--- src/rtl/output_menu_ctrl_if.sv ---
// Button, source and display-side signals of the output menu controller.
interface output_menu_if;
  logic [1:0]  button;
  logic [23:0] in0, in1, in2, in3, in4, in5, in6, in7;
  logic [2:0]  sel;
  logic [23:0] out;
  logic        changed;

  modport master (
    output button, in0, in1, in2, in3, in4, in5, in6, in7,
    input  sel, out, changed
  );

  modport slave (
    input  button, in0, in1, in2, in3, in4, in5, in6, in7,
    output sel, out, changed
  );
endinterface

--- src/rtl/output_menu_ctrl.sv ---
// Output menu front-end: button sync/debounce, next/prev stepping with hold-to-repeat,
// registered source select. Optional auto-scroll mode is built when AUTO_SCROLL_EN is defined.
module output_menu_ctrl #(
  parameter int unsigned NUM_IN       = 8,
  parameter int unsigned DEB_CYCLES   = 16,
  parameter int unsigned REPEAT_DELAY = 256,
  parameter int unsigned REPEAT_RATE  = 64,
  parameter int unsigned AUTO_PERIOD  = 1024
) (
  input logic        clk,
  input logic        rst,
  output_menu_if.slave bus
);

  localparam int unsigned DW       = $clog2(DEB_CYCLES + 1);
  localparam int unsigned HOLD_MAX = (REPEAT_DELAY > REPEAT_RATE) ? REPEAT_DELAY : REPEAT_RATE;
  localparam int unsigned HW       = $clog2(HOLD_MAX + 1);

  typedef enum logic [1:0] {IDLE, FIRST, DELAY, REPEAT} state_t;

  logic [1:0]    sync1, sync2, deb, deb_q, press;
  state_t        state, state_nx;
  logic          dir, dir_nx;
  logic [HW-1:0] hold_cnt, hold_nx;
  logic          step, step_dir, held, auto_tick;
  logic [2:0]    sel_q;
  logic [23:0]   out_q, src;
  logic          chg_q;
  logic [23:0]   src_arr [8];

  always_ff @(posedge clk) begin
    if (rst) begin
      sync1 <= '0;
      sync2 <= '0;
      deb_q <= '0;
    end else begin
      sync1 <= bus.button;
      sync2 <= sync1;
      deb_q <= deb;
    end
  end

  for (genvar g = 0; g < 2; g++) begin : g_deb
    logic          lvl;
    logic [DW-1:0] cnt;
    always_ff @(posedge clk) begin
      if (rst) begin
        lvl <= 1'b0;
        cnt <= '0;
      end else if (sync2[g] != lvl) begin
        if (32'(cnt) + 32'd1 >= DEB_CYCLES) begin
          lvl <= ~lvl;
          cnt <= '0;
        end else begin
          cnt <= cnt + DW'(1);
        end
      end else begin
        cnt <= '0;
      end
    end
    assign deb[g] = lvl;
  end

  assign press = deb & ~deb_q;
  assign held  = deb[dir];

  always_ff @(posedge clk) begin
    if (rst) begin
      state    <= IDLE;
      dir      <= 1'b0;
      hold_cnt <= '0;
    end else begin
      state    <= state_nx;
      dir      <= dir_nx;
      hold_cnt <= hold_nx;
    end
  end

  // FIRST spends one cycle after the press step, so DELAY fires two counts early
  // to land REPEAT_DELAY cycles after the press.
  always_comb begin
    state_nx = state;
    dir_nx   = dir;
    hold_nx  = hold_cnt;
    step     = 1'b0;
    step_dir = dir;
    case (state)
      IDLE: begin
        if (press == 2'b01 || press == 2'b10) begin
          step     = 1'b1;
          step_dir = press[1];
          dir_nx   = press[1];
          state_nx = FIRST;
        end
      end
      FIRST: begin
        hold_nx  = '0;
        state_nx = held ? DELAY : IDLE;
      end
      DELAY: begin
        if (!held) begin
          state_nx = IDLE;
        end else if (32'(hold_cnt) + 32'd2 >= REPEAT_DELAY) begin
          step     = 1'b1;
          hold_nx  = '0;
          state_nx = REPEAT;
        end else begin
          hold_nx = hold_cnt + HW'(1);
        end
      end
      REPEAT: begin
        if (!held) begin
          state_nx = IDLE;
        end else if (32'(hold_cnt) + 32'd1 >= REPEAT_RATE) begin
          step    = 1'b1;
          hold_nx = '0;
        end else begin
          hold_nx = hold_cnt + HW'(1);
        end
      end
      default: state_nx = IDLE;
    endcase
  end

`ifdef AUTO_SCROLL_EN
  localparam int unsigned AW = $clog2(AUTO_PERIOD + 1);
  logic          auto_on, both_press, new_press, period_end;
  logic [AW-1:0] auto_cnt;

  assign both_press = (state == IDLE) && (press == 2'b11);
  assign new_press  = (state == IDLE) && (press == 2'b01 || press == 2'b10);
  assign period_end = (32'(auto_cnt) + 32'd1 >= AUTO_PERIOD);
  assign auto_tick  = auto_on && !both_press && !step && period_end;

  always_ff @(posedge clk) begin
    if (rst) begin
      auto_on  <= 1'b0;
      auto_cnt <= '0;
    end else begin
      if (both_press) auto_on <= ~auto_on;
      if (both_press || new_press || period_end) auto_cnt <= '0;
      else                                       auto_cnt <= auto_cnt + AW'(1);
    end
  end
`else
  assign auto_tick = 1'b0;
`endif

  function automatic logic [2:0] next_idx(input logic [2:0] s, input logic prev);
    if (prev) return (s == 3'd0) ? 3'(NUM_IN - 1) : s - 3'd1;
    else      return (32'(s) == NUM_IN - 1) ? 3'd0 : s + 3'd1;
  endfunction

  assign src_arr[0] = bus.in0;
  assign src_arr[1] = bus.in1;
  assign src_arr[2] = bus.in2;
  assign src_arr[3] = bus.in3;
  assign src_arr[4] = bus.in4;
  assign src_arr[5] = bus.in5;
  assign src_arr[6] = bus.in6;
  assign src_arr[7] = bus.in7;
  assign src = (32'(sel_q) < NUM_IN) ? src_arr[sel_q] : '0;

  always_ff @(posedge clk) begin
    if (rst) begin
      sel_q <= '0;
      out_q <= '0;
      chg_q <= 1'b0;
    end else begin
      out_q <= src;
      chg_q <= step | auto_tick;
      if (step)           sel_q <= next_idx(sel_q, step_dir);
      else if (auto_tick) sel_q <= next_idx(sel_q, 1'b0);
    end
  end

  assign bus.sel     = sel_q;
  assign bus.out     = out_q;
  assign bus.changed = chg_q;

endmodule
--- src/flat_wrapper.sv ---
// flat-port wrapper written by rule: the top's interface ports become plain ports
module output_menu_ctrl_flat 
#(
  parameter int unsigned NUM_IN       = 8,
  parameter int unsigned DEB_CYCLES   = 16,
  parameter int unsigned REPEAT_DELAY = 256,
  parameter int unsigned REPEAT_RATE  = 64,
  parameter int unsigned AUTO_PERIOD  = 1024
)
  (clk, rst, bus_button, bus_in0, bus_in1, bus_in2, bus_in3, bus_in4, bus_in5, bus_in6, bus_in7, bus_sel, bus_out, bus_changed);
  output_menu_if bus_i ();
  input logic clk;
  input logic rst;
  input wire logic [$bits(bus_i.button)-1:0] bus_button;
  input wire logic [$bits(bus_i.in0)-1:0] bus_in0;
  input wire logic [$bits(bus_i.in1)-1:0] bus_in1;
  input wire logic [$bits(bus_i.in2)-1:0] bus_in2;
  input wire logic [$bits(bus_i.in3)-1:0] bus_in3;
  input wire logic [$bits(bus_i.in4)-1:0] bus_in4;
  input wire logic [$bits(bus_i.in5)-1:0] bus_in5;
  input wire logic [$bits(bus_i.in6)-1:0] bus_in6;
  input wire logic [$bits(bus_i.in7)-1:0] bus_in7;
  output wire logic [$bits(bus_i.sel)-1:0] bus_sel;
  output wire logic [$bits(bus_i.out)-1:0] bus_out;
  output wire logic [$bits(bus_i.changed)-1:0] bus_changed;
  assign bus_i.button = bus_button;
  assign bus_i.in0 = bus_in0;
  assign bus_i.in1 = bus_in1;
  assign bus_i.in2 = bus_in2;
  assign bus_i.in3 = bus_in3;
  assign bus_i.in4 = bus_in4;
  assign bus_i.in5 = bus_in5;
  assign bus_i.in6 = bus_in6;
  assign bus_i.in7 = bus_in7;
  assign bus_sel = bus_i.sel;
  assign bus_out = bus_i.out;
  assign bus_changed = bus_i.changed;
  output_menu_ctrl #(.NUM_IN(NUM_IN), .DEB_CYCLES(DEB_CYCLES), .REPEAT_DELAY(REPEAT_DELAY), .REPEAT_RATE(REPEAT_RATE), .AUTO_PERIOD(AUTO_PERIOD)) u_core (.clk(clk), .rst(rst), .bus(bus_i));
endmodule
--- config.mk ---
export PLATFORM = sky130hd
export DESIGN_NAME = output_menu_ctrl_flat
export DESIGN_NICKNAME = d
export VERILOG_FILES = /design/src/rtl/output_menu_ctrl_if.sv /design/src/rtl/output_menu_ctrl.sv /design/src/flat_wrapper.sv
export SDC_FILE = /design/constraint.sdc
export NUM_CORES = 1
export LEC_CHECK = 0
export ABC_AREA = 1
export CORE_MARGIN = 3
export CORE_UTILIZATION = 41
export DETAILED_ROUTE_END_ITERATION = 8
export HOLD_SLACK_MARGIN = 0.05
export PLACE_DENSITY_LB_ADDON = 0.05
export SYNTH_ARGS = -nofsm -noshare
export SYNTH_HDL_FRONTEND = slang
export SYNTH_SLANG_ARGS = --single-unit
--- constraint.sdc ---
create_clock -name clk -period 2.4 [get_ports clk]
set_input_delay 0.48 -clock clk [delete_from_list [all_inputs] [get_ports clk]]
set_output_delay 0.48 -clock clk [all_outputs]
set_load 0.02 [all_outputs]
Word level (Yosys, flattened, before mapping)

Index checks and enable logic that the tools add are counted.

Register bits after elaboration: 58
Bits of input ports: 196
Output and inout bits: 28
Logic and storage cells: 85

Add/subtract/negate cells: 9
Order comparisons: 6
Eq/ne operators: 13
Mux-type cells: 27
Bitwise logic cells: 7
Reductions and logical operators: 10

Operators with widths:

| kind                                                               | count |
|---|---|
| binary-select mux 24 bit (select 3 bit)                            | 1 |
| greater-or-equal comparator 32 x 5 -> 1 bit, second input constant | 2 |
| two-way mux 24 bit                                                 | 2 |
| two-way mux 9 bit                                                  | 4 |
| greater-or-equal comparator 32 x 7 -> 1 bit, second input constant | 1 |
| greater-or-equal comparator 32 x 9 -> 1 bit, second input constant | 1 |
| one-hot mux 9 bit (3 select lines)                                 | 1 |
| adder 5 x 1 -> 6 bit, second input constant                        | 2 |
| adder 5 x 1 -> 5 bit, second input constant                        | 2 |
| adder 9 x 1 -> 10 bit, second input constant                       | 1 |
| adder 9 x 2 -> 10 bit, second input constant                       | 1 |
| two-way mux 2 bit                                                  | 5 |
| adder 9 x 1 -> 9 bit, second input constant                        | 1 |
| two-way mux 1 bit                                                  | 9 |
| two-way mux 3 bit                                                  | 3 |
| one-hot mux 2 bit (4 select lines)                                 | 1 |
| == test 2 bit, second input constant                               | 3 |
| != test 2 x 1 -> 1 bit, second input constant                      | 3 |
| AND reduction 3 bit                                                | 2 |
| OR reduction 3 bit                                                 | 2 |
| == test 2 x 1 -> 1 bit, second input constant                      | 2 |
| greater-or-equal comparator 4 bit, second input constant           | 1 |
| NOT 1 bit                                                          | 4 |
| NOT 3 -> 4 bit                                                     | 1 |
| other kinds (15)                                                   | 17 |

Depth between registers and ports, before layout

Gate-level depths: netlist of run 1.

Depth in word-level cells: 7
Gate-level depth with buffers: 13
Depth with buffers taken out: 13

Least setup slack after synthesis of run 1

Ideal clock, no wire load.

Path kind: register to register
Start: reg u_core.sel_q[0] (netlist: u_core.bus.sel[0])
End: reg u_core.sel_q[2] (netlist: u_core.bus.sel[2])
Setup time: 111 ps
Arrival: 1,679 ps
Data required time: 2,289 ps
Path slack: 609 ps
Cell stages (with the launch flop): 12
Buffers on the path: 3
Clock period less this slack: 1,791 ps
Path through: dfxtp_1 buf_2 inv_2 buf_2 buf_4 ha_1 o21ai_0 o21ai_0 nand2_1 nand2_1 nor2_1 nor2_1

Cells in the longest elaborated chain, start to end: 3
Elaborated cells between the ends (all ways): 7
Those cells by class: 2 x add/sub; 1 x eq/ne; 3 x mux; 1 x reduce/logical

Ends and longest elaborated chain:

| element                                            | line                                             | source |
|---|---|---|
| start, declared                                    | output_menu_ctrl.sv:26                           | `logic [2:0] sel_q;` |
| start signal, assigned                             | output_menu_ctrl.sv:172                          | `if (step) sel_q <= next_idx(sel_q, step_dir);` |
| start signal, assigned                             | output_menu_ctrl.sv:173                          | `else if (auto_tick) sel_q <= next_idx(sel_q, 1'b0);` |
| adder 3 x 1 -> 3 bit, or another cell as far along | output_menu_ctrl.sv:151                          | `else return (32'(s) == NUM_IN - 1) ? 3'd0 : s + 3'd1;` |
| two-way mux 3 bit, on equally long branches        | output_menu_ctrl.sv:151, output_menu_ctrl.sv:150 |  |
| two-way mux 3 bit *                                | output_menu_ctrl.sv:150                          | `if (prev) return (s == 3'd0) ? 3'(NUM_IN - 1) : s - 3'd1;` |

Mark *: on every way between the ends. The rest lies on a longest branch, timed or not.
A chain may end at the register's enable or synchronous reset.

Worst setup path after layout of run 1

Start: reg u_core.sel_q[2] (netlist: u_core.bus.sel[2])
End: out bus_sel[2]

RTL lines:

| element       | line               | source |
|---|---|---|
| end, declared | flat_wrapper.sv:23 | `output wire logic [$bits(bus_i.sel)-1:0] bus_sel;` |

No word-level cell between the ends.

==> metrics.md, run 1 <==
| Metric | Value |
|---|---|
| Worst path buffer plus inverter count | `1` |
| Hold Crit Class | `flop to flop` |
| RSZ-0062 raised after global routing | `no` |
| Total GRT Usage | `28.24%` |
| Seq/Total Area, Yosys | `30.56%` |
| Critical Path Sink | `bus_sel[2]` |
| Mapped Cells | `between 600 and 700` |
| Crit path launch type | `flop` |
| Setup TNS | `0 ns` |
| Setup Crit Path Kind | `flop to primary output` |
| DP HPWL | `11,690 um` |
| Reg2Reg Setup Slack | `0.57 ns` |
| Vias in the first global route | `between 4,000 and 5,000` |
| Residual DRC | `0` |
| Post-CTS setup buffer count | `0` |
| Worst-Skew Late Latency | `0.34 ns` |
| Final setup violation count | `0` |
| Worst r2r src | `u_core.bus.sel[1]` |
| CTS tree | `done` |
| Levels on crit path | `1` |
| Die Width | `102.3 um` |
| DRT iter0 DRCs | `278` |
| Clock Skew | `0.007611 ns` |
| CTS Root Cell | `clkbuf_8` |
| Layout cells sized above 1 | `6.197%` |
| Max H-tree Level | `3` |
| Routed Wire Length | `14,940 um` |
| Core ar. | `8848 sq um` |
| Worst-case clock buffer depth | `2` |
| Largest net degree at the start of global routing | `69` |
| Non-filler cells, final | `a little over 900` |
| Final min period | `2.118 ns` |
| LEAKAGE | `approximately 2.5 nW` |
| GRT Residual Overflow | `0` |
| Final ANT Viol Nets | `0` |
| Post-Synth Simple-Gate Area | `28.81%` |
| Mux cell area share after synthesis | `0%` |
| I/O Buffers | `223` |
| Critical path required time | `between 1.5 and 2 ns` |
| Synth Area in XOR/XNOR | `0.9220%` |
| Final period util | `88.25%` |
| Max Slew Vio Count | `0` |
| Nets@finish | `a little over 1,000` |
| Antenna violations before repair | `0` |
| Synth Register Bits | `58` |
| Worst Hold Slack | `0.4055 ns` |
| Area of the die | `10,460 sq um` |
| Die H | `between 100 and 150 um` |
| Synth Cell Area | `3800 sq um` |
| Final Hold Violating Endpoints | `0` |
| Unique masters post-synth | `32` |
| Delay-heaviest family, CP | `buffers and inverters` |
| Placed Instances | `915` |
| Num CTS Buffers | `9` |
| RR Endpoint | `u_core.bus.sel[2]` |
| Critical-path cell list | `clkdlybuf4s50_1` |
| Clock Sinks | `58` |
| CP arrival | `about 1.6 ns` |
| WHS Path Cells | `2` |
| CP max FO | `12` |
| Cts-stage hold buffer count | `0` |
| PwrDens | `652.8 nW/um^2` |
| Drt first pass iters | `5` |
| Syn avg cell area | `6.199 sq um` |
| Max stage delay on crit path | `0.69 ns` |
| DR vias | `between 5,000 and 6,000` |
| Clock transition at the registers of the reported paths | `around 0.070 ns` |
| Setup crit end kind | `primary output` |
| Initial Util | `between 40% and 50%` |
| Worst vdd ir | `365.1 uV` |
| Main combinational cell family by area after synthesis | `simple AND/OR/NAND/NOR gates` |
| Slowest cell on crit path | `clkdlybuf4s50_1` |
| First-pass GRT wire length | `approximately 23,000 um` |
| Io pins | `around 220` |
| Post-synthesis adder-cell area fraction | `under 10%` |
| Max-cap viol count | `0` |
| Layout area overhead | `66.32%` |
| Post-cts sizing count | `0` |
| Vias/cell | `around 5.4` |
| Core Rows | `34` |
| Fmax | `472.1 MHz` |
| Number of diodes | `0` |
| Synth Warn # | `0` |
| DR WL/cell | `16.05 um` |
| Reg2Reg Depth | `8` |
| Synth Area in Compound Gates | `28.75%` |
| Gpl congestion | `0.9672` |
| Status | `complete, no violations` |
| Crit path from | `u_core.bus.sel[2]` |
cell usage after synthesis:
cell / number / area [sq um]
a21oi_1: 18 / 90.09
nor2_2: 1 / 6.260
buf_1: 1 / 3.750
inv_1: 29 / 108.9
xor2_1: 4 / 35.03
clkinv_1: 2 / 7.510
clkbuf_2: 1 / 5.000
nor2_4: 4 / 45.04
nor3_1: 2 / 10.01
nand2_2: 6 / 37.54
dfxtp_1: 58 / 1161
inv_2: 6 / 22.52
conb_1: 1 / 3.750
nor3b_1: 1 / 7.510
nand3_1: 18 / 90.09
buf_4: 1 / 7.510
o22ai_1: 48 / 300.3
clkbuf_1: 31 / 116.4
buf_6: 1 / 11.26
nand3b_1: 2 / 15.01
nand2_1: 47 / 176.4
a211oi_1: 1 / 7.510
nand4_1: 1 / 6.260
ha_1: 8 / 100.1
buf_2: 6 / 30.03
o21ai_0: 121 / 605.6
or2_2: 1 / 6.260
nand2_4: 4 / 45.04
nor2_1: 173 / 649.4
o211ai_1: 2 / 15.01
o21ai_1: 13 / 65.06
o21ai_2: 1 / 8.760
sequential cells by signal, summed over array words and instances (netlist names):
signal and count:
u_core.sync1 2, u_core.dir 1, u_core.bus.changed 1, u_core.g_deb.cnt 10
u_core.deb_q 2, u_core.sync2 2, u_core.g_deb.lvl 2, u_core.bus.out 24
u_core.state 2, u_core.hold_cnt 9, u_core.bus.sel 3
cells in the final DEF (no fill, tap or decap), types with 2 or more instances in the layout:
cell type / n
a21oi_1: 18
buf_4: 10
bufinv_16: 2
clkbuf_8: 9
clkdlybuf4s50_1: 223
clkinv_1: 2
clkinv_4: 3
conb_1: 2
dfxtp_1: 57
ha_1: 8
inv_1: 29
inv_2: 6
nand2_1: 47
nand2_2: 6
nand2_4: 4
nand3_1: 18
nand3b_1: 2
nor2_1: 173
nor2_4: 4
nor3_1: 2
o211ai_1: 2
o21ai_0: 121
o21ai_1: 13
o22ai_1: 48
xor2_1: 4
worst min-delay path by stage:
| stage | slack (ns) | end | start |
|---|---|---|---|
| 2_1_floorplan | 0.39 | u_core.sync2[0] | u_core.sync1[0] |
| 3_3_place_gp | 0.39 | u_core.sync2[0] | u_core.sync1[0] |
| 3_5_place_dp | 0.40 | u_core.sync2[0] | u_core.sync1[0] |
| 4_1_cts | 0.41 | u_core.sync2[0] | u_core.sync1[0] |
| 5_1_grt | 0.41 | u_core.sync2[0] | u_core.sync1[0] |
| 6_report | 0.41 | u_core.sync2[0] | u_core.sync1[0] |
through the flow:
step                      area, sq um  total power [W]  worst slack [ns]  util [%]
after floorplan                  3804         0.002286            0.6094         -
after global placement           6093         0.003062            0.6467     68.86
after detailed placement         6093         0.003106            0.6014     68.86
after CTS                        6320         0.004134            0.2657     71.42
after global routing             6320         0.004394            0.2279     71.42
final                            6320         0.004126            0.2820     71.42
logic make-up after synthesis:
family | count (synthesis)
and+or+nand+nor | 260
AOI/OAI and AO/OA | 204
buffers and inverters | 78
DFF | 58
adders and majority gates | 8
xor gates and xnor gates | 4
other | 1
power by group:
group	internal [W]	total (W)	leakage (nW)	switching (W)
Sequential	0.00111	0.00120	0.478	0.0000919
Clock	0.000593	0.00102	0.110	0.000430
Combinational	0.000856	0.00190	1.94	0.00105
Total	0.00256	0.00413	2.53	0.00157
final cells by class:
class / count / area (sq um)
sequential: 58 / 1162
inverter: 37 / 138.9
timing repair buffer: 234 / 2327
multi-input combinational: 478 / 2330
fill: 763 / 2529
clock inverter: 7 / 102.6
tap: 108 / 135.1
clock buffer: 9 / 123.9
per-layer routing:
metal | vias up | track usage [%] | routed length [um]
li1 | 2459 | - | -
met1 | 2236 | 31.56 | 5540
met2 | 271 | 49.88 | 7280
met3 | 47 | 8.601 | 1605
met4 | 0 | 11.50 | 514
met5 | - | 0 | 0
(Power assumes the default switching activity.)
==> run 2, diff against run 1 <==
--- a/config.mk
+++ b/config.mk
@@ -9,7 +9,7 @@
 export CORE_MARGIN = 3
 export CORE_UTILIZATION = 41
 export DETAILED_ROUTE_END_ITERATION = 8
-export HOLD_SLACK_MARGIN = 0.05
+export HOLD_SLACK_MARGIN = 0.12
 export PLACE_DENSITY_LB_ADDON = 0.05
 export SYNTH_ARGS = -nofsm -noshare
 export SYNTH_HDL_FRONTEND = slang
==> results of run 2 <==
Final layout, timing and power as in run 1 (identical DEF).
